### src/rtl/mem_arbiter_pkg.sv
// Shared types and constants for the I/D main-memory arbiter.
// Optional round-robin tie-break is enabled with the MEM_ARB_RR_EN macro.
package mem_arbiter_pkg;

   localparam int unsigned GNT_W = 2;
   localparam int unsigned GNT_I = 0;
   localparam int unsigned GNT_D = 1;

   typedef enum logic [1:0] {
      ARB_IDLE    = 2'd0,
      ARB_GRANT_I = 2'd1,
      ARB_GRANT_D = 2'd2,
      ARB_RELEASE = 2'd3
   } arb_state_e;

   // Identity of the requester that owned the last completed transfer
   typedef enum logic {
      OWNER_I = 1'b0,
      OWNER_D = 1'b1
   } owner_e;

   function automatic logic is_grant_state(input arb_state_e st);
      return (st == ARB_GRANT_I) || (st == ARB_GRANT_D);
   endfunction

endpackage

### src/rtl/mem_arbiter_pick.sv
// Combinational 2-way request picker returning a one-hot winner.
// MEM_ARB_RR_EN selects round-robin tie-break; otherwise D-side has fixed priority.
module arb_pick
   import mem_arbiter_pkg::*;
(
   input  logic             i_valid,
   input  logic             d_valid,
   input  logic             last_owner,
   output logic [GNT_W-1:0] pick
);

`ifdef MEM_ARB_RR_EN
   // On a tie, favour whoever did not own the last completed transfer
   always_comb begin
      pick = '0;
      if (i_valid && d_valid) begin
         if (last_owner == 1'(OWNER_D)) begin
            pick[GNT_I] = 1'b1;
         end else begin
            pick[GNT_D] = 1'b1;
         end
      end else if (d_valid) begin
         pick[GNT_D] = 1'b1;
      end else if (i_valid) begin
         pick[GNT_I] = 1'b1;
      end
   end
`else
   logic unused_last_owner;
   assign unused_last_owner = last_owner;

   always_comb begin
      pick = '0;
      if (d_valid) begin
         pick[GNT_D] = 1'b1;
      end else if (i_valid) begin
         pick[GNT_I] = 1'b1;
      end
   end
`endif

endmodule

### src/rtl/mem_arbiter.sv
// Arbitrates the single main-memory port between I-cache and D-cache engines.
// Define MEM_ARB_RR_EN for round-robin tie-break; default is fixed D-side priority.
module mem_arbiter
   import mem_arbiter_pkg::*;
#(
   parameter int unsigned ADDR_W = 32,
   parameter int unsigned DATA_W = 32
) (
   input  logic              clk,
   input  logic              rst,
   input  logic [ADDR_W-1:0] i_req_addr,
   input  logic              i_req_valid,
   input  logic              i_req_wr,
   input  logic [DATA_W-1:0] i_wr_data,
   output logic              i_req_ready,
   output logic [DATA_W-1:0] i_req_data,
   input  logic [ADDR_W-1:0] d_req_addr,
   input  logic              d_req_valid,
   input  logic              d_req_wr,
   input  logic [DATA_W-1:0] d_wr_data,
   output logic              d_req_ready,
   output logic [DATA_W-1:0] d_req_data,
   output logic [ADDR_W-1:0] mem_req_addr,
   output logic [DATA_W-1:0] mem_wr_data,
   output logic              mem_req_valid,
   output logic              mem_req_wr,
   input  logic              mem_req_ready,
   input  logic [DATA_W-1:0] mem_req_data,
   output logic [1:0]        grant
);

   arb_state_e        state_q;
   logic [ADDR_W-1:0] addr_q;
   logic [DATA_W-1:0] wdata_q;
   logic              valid_q;
   logic              wr_q;
   logic [GNT_W-1:0]  grant_q;
   logic [GNT_W-1:0]  pick;
   logic              last_owner;
   logic              xfer_done;

   assign xfer_done = is_grant_state(state_q) && mem_req_ready;

`ifdef MEM_ARB_RR_EN
   logic last_owner_q;

   // Remembers who completed the most recent transfer for the tie-break
   always_ff @(posedge clk or posedge rst) begin
      if (rst) begin
         last_owner_q <= 1'(OWNER_I);
      end else if (xfer_done) begin
         last_owner_q <= (state_q == ARB_GRANT_D);
      end
   end

   assign last_owner = last_owner_q;
`else
   assign last_owner = 1'(OWNER_I);
`endif

   arb_pick u_pick (
      .i_valid    (i_req_valid),
      .d_valid    (d_req_valid),
      .last_owner (last_owner),
      .pick       (pick)
   );

   // Arbitration FSM; memory-side outputs are held stable while granted
   always_ff @(posedge clk or posedge rst) begin
      if (rst) begin
         state_q <= ARB_IDLE;
         addr_q  <= '0;
         wdata_q <= '0;
         valid_q <= 1'b0;
         wr_q    <= 1'b0;
         grant_q <= '0;
      end else begin
         case (state_q)
            ARB_IDLE: begin
               if (pick[GNT_D]) begin
                  addr_q         <= d_req_addr;
                  wdata_q        <= d_wr_data;
                  wr_q           <= d_req_wr;
                  valid_q        <= 1'b1;
                  grant_q        <= '0;
                  grant_q[GNT_D] <= 1'b1;
                  state_q        <= ARB_GRANT_D;
               end else if (pick[GNT_I]) begin
                  addr_q         <= i_req_addr;
                  wdata_q        <= i_wr_data;
                  wr_q           <= i_req_wr;
                  valid_q        <= 1'b1;
                  grant_q        <= '0;
                  grant_q[GNT_I] <= 1'b1;
                  state_q        <= ARB_GRANT_I;
               end
            end
            ARB_GRANT_I, ARB_GRANT_D: begin
               if (mem_req_ready) begin
                  valid_q <= 1'b0;
                  wr_q    <= 1'b0;
                  grant_q <= '0;
                  state_q <= ARB_RELEASE;
               end
            end
            ARB_RELEASE: begin
               state_q <= ARB_IDLE;
            end
            default: begin
               state_q <= ARB_IDLE;
            end
         endcase
      end
   end

   assign mem_req_addr  = addr_q;
   assign mem_wr_data   = wdata_q;
   assign mem_req_valid = valid_q;
   assign mem_req_wr    = wr_q;
   assign grant         = grant_q;

   // Response routing: only the owner sees ready/data, and only while it still requests
   assign i_req_ready = grant_q[GNT_I] && mem_req_ready && i_req_valid;
   assign d_req_ready = grant_q[GNT_D] && mem_req_ready && d_req_valid;
   assign i_req_data  = grant_q[GNT_I] ? mem_req_data : '0;
   assign d_req_data  = grant_q[GNT_D] ? mem_req_data : '0;

endmodule

### config.mk
export PLATFORM = sky130hd
export DESIGN_NAME = mem_arbiter
export DESIGN_NICKNAME = d
export VERILOG_FILES = /design/src/rtl/mem_arbiter_pkg.sv /design/src/rtl/mem_arbiter_pick.sv /design/src/rtl/mem_arbiter.sv
export SDC_FILE = /design/constraint.sdc
export NUM_CORES = 1
export LEC_CHECK = 0
export CAP_MARGIN = 20
export CORE_MARGIN = 8
export CORE_UTILIZATION = 33
export DETAILED_ROUTE_END_ITERATION = 6
export GPL_ROUTABILITY_DRIVEN = 0
export PLACE_DENSITY = 0.81
export SETUP_SLACK_MARGIN = 0.02
export SLEW_MARGIN = 20
export SYNTH_ARGS = -nofsm -noshare
export SYNTH_HDL_FRONTEND = slang
export SYNTH_SLANG_ARGS = --single-unit
### constraint.sdc
create_clock -name clk -period 5.58 [get_ports clk]
set_input_delay 1.116 -clock clk [delete_from_list [all_inputs] [get_ports clk]]
set_output_delay 1.116 -clock clk [all_outputs]
set_load 0.01 [all_outputs]
==> results.md <==
- Final #Nets: 840
- H-tree depth: 3
- Synth Flop Type: dfrtp_1
- DIE HEIGHT: 122 µm
- Mapped Cells: 384
- Status: completed
- Synth unique cells: 23
- MaxCap Viol Count: 0
- Root Buffer: clkbuf_8
- Core Util, Final: 64.0%
- Cells resized by post-CTS repair: 0
- Die ar.: 14900 µm²
- Seq pwr share: 31.9%
- Detailed-router iteration count before antenna repair: 4
- CP Depth: 3
- R2r startpoint: state_q[0]
- Post-synthesis sequential element count: 70
- Most frequent CP cell: clkdlybuf4s50_1
- Placeable core region: 10900 µm²
- Tot Pwr: 2.87 mW
- Comb power frac: 54.2%
- Chip width: 122 µm
- Endpoints failing setup: 0
- CTS Buffer Depth: 2
- Hpwl dp: 12700 µm
- Setup Fix Bufs, Post-CTS: 0
- Final wirelength: 14900 µm
- PwrDens: 412 nW/µm²
- Avg Cell Area, Syn: 9.64 µm²
- Final TNS setup: 0 ps
- Critical path cell sequence: clkdlybuf4s50_1 > and3_1 > clkdlybuf4s50_1
- Worst R2R End: grant[0]
- Internal power: 1.84 mW
- Fin crit period: 3520 ps
- Setup crit start kind: input pin
- Syn_nets: 553
- Rel. slew slack: 46.5%
- Yosys top cell area share: 47.3%
- Number of flops mapped to enable cells by yosys: 0
- Num rows: 38
- Vias/cell: 4.58
- Clk_lat worst skew: 340 ps
- CP Buf/Inv Count: 2
- Final global-route overflow total: 0
- Largest net degree at the start of global routing: 71
- Peak VDD IR: 203 µV
- Worst setup endpoint: i_req_ready
- Final period utilization: 63.1%
- # hold bufs at CTS: 0
- Worst Path Arrival: 2410 ps
- Residual DRC count: 0
- Netlist Area Pre-Place: 3700 µm²
- Top-count cell post-synth: dfrtp_1
- Num ports: 301
- Area leader, netlist: dfrtp_1
- WP data required: 4460 ps
- Vias in the first global route: 4057
- R2R cell count: 5
- Port Buffer Count: 300
- RSZ-0062 raised after global routing: false
- Kind of critical path: input pin to primary output
- Starting density of the core: 34.0%
- Drt first-iter violations: 128
- Synth top cells by count: 70 x dfrtp_1, 66 x nand2_1, 65 x mux2i_1
- Vias: 3745
- First-pass GRT wire length: 22100 µm
- Critical path origin: i_req_valid
- Reg-to-reg slack, setup: 3820 ps
- Max incr delay on CP: 580 ps
- Avg WL per Cell: 18.3 µm
- Synthesis-to-finish area growth: 88.1%
- Initial antenna violation count: 4
- Clk_skew: 4.48 ps
- Leak: 3.03 nW
- Clk slew on worst S/H paths: 60 ps
- Yosys warning total: 0
- Net Sw Frac: 35.8%
- Clock power share: 13.9%
- Maximum clock rate: 0.284 GHz
- Family with the most delay on the worst path: buffers and inverters
- Top cells by area, synth: dfrtp_1 47%, mux2i_1 18%, and2_1 11%, o21ai_0 7.7%, nand2_1 6.7%
- Crit. End Element: primary output
- Hold WC Path Type: register to register
- Crit Path Max Fanout: 3
- Worst Max-Slew Pin Slew: 802 ps
- Tot GR Track Use: 19.5%
- Num Clock Sinks: 70
- CTS buffer count: 9
- Layout cell share with drive strength beyond 1: 3.56%
- Critical-path top delay cell: clkdlybuf4s50_1
- Ys async rst share: 100%
- CTS tree: yes
- Post-route ant nets: 0
- Final Hold Vio Count: 0
- Psw: 1.03 mW
- Sequential fraction of the synthesis area: 47.3%
- Max Slew Vio Count: 0
-- per-stage QoR --
| stage | setup slack (ps) | instances | hold slack (ps) | instance area (µm²) |
|---|---|---|---|---|
| finish | 2060 | 818 | 479 | 6970 |
| global route | 2010 | 818 | 512 | 6970 |
| CTS | 2060 | 814 | 487 | 6960 |
| detailed placement | 2060 | 800 | 472 | 6770 |
| global placement | 2060 | 800 | 460 | 6770 |
| floorplan | 2700 | 384 | 481 | 3700 |
-- flip-flops by register name (all words and copies together) (netlist names) --
| signal | flops |
|---|---|
| mem_req_wr | 1 |
| mem_req_valid | 1 |
| state_q | 2 |
| grant | 2 |
| mem_wr_data | 32 |
| mem_req_addr | 32 |
-- worst min-delay path by stage --
stage / from / endpoint / slack (ps) / cells past startpoint
after floorplan: state_q[0] / state_q[0] / 480 / 1
after global placement: mem_wr_data[29] / mem_wr_data[29] / 460 / 2
after detailed placement: mem_req_addr[8] / mem_req_addr[8] / 470 / 2
after CTS: mem_wr_data[12] / mem_wr_data[12] / 490 / 2
after global routing: mem_req_addr[8] / mem_req_addr[8] / 510 / 2
final: mem_wr_data[12] / mem_wr_data[12] / 480 / 2
-- cell usage in the layout (no fill, tap or decap) --
master	netlist	routed
clkbuf_1	8	2
o22ai_1	1	1
nand3b_1	1	1
a21oi_1	1	1
nand2b_1	1	1
diode_2	0	4
bufinv_16	0	1
nand2_1	66	66
and2_1	64	64
nor2b_1	1	1
mux2_2	4	4
inv_1	6	5
and3_1	2	2
buf_4	3	5
clkdlybuf4s50_1	0	299
clkbuf_8	0	11
o21ai_1	9	9
a211oi_2	1	1
dfrtp_1	70	70
ha_1	2	2
o21ai_0	57	57
mux2i_1	65	65
inv_2	0	1
o21ai_4	0	1
nor2_1	4	4
-- power groups by stage --
stage / clock network [mW] / logic (mW) / registers [mW]
after floorplan: 0 / 0.588 / 0.998
after global placement: 0 / 1.55 / 0.904
after detailed placement: 0 / 1.58 / 0.925
after CTS: 0.416 / 1.59 / 0.918
after global routing: 0.438 / 1.70 / 0.955
final: 0.400 / 1.56 / 0.915
-- worst min-delay path, stage by stage (launching register included) --
cell and delay [ps]:
dfrtp_1 340, nand2_1 40, o21ai_0 60
-- kinds of logic (layout without fill, tap and decap cells) --
group	count (synthesis)	in the layout	synth area share [%]
flip-flops	70	70	47.3
multiplexers	69	69	18.8
AND/OR/NAND/NOR	139	139	18.8
AO/OA/AOI/OAI	70	70	9.80
adder cells (fa/ha/maj)	2	2	0.676
buffers and inverters	34	324	4.66
other	0	4	0
-- cell type report --
cell class	count	area (µm²)
timing repair buffer	304	3030
antenna	4	10.0
sequential	70	1750
multi-input combinational	280	1790
clock buffer	13	159
tap	140	175
inverter	6	22.5
fill	898	3920
clock inverter	1	30.0
-- per-layer routing --
layer	global-route usage (%)	up-vias	wire length (µm)	part of all wire, %
met2	37.7	191	8140	55
met4	8.79	0	322	2.2
met5	0	-	0	0
met1	16.9	1682	4850	32
li1	-	1852	-	-
met3	8.24	20	1620	11
(Power assumes the default switching activity.)
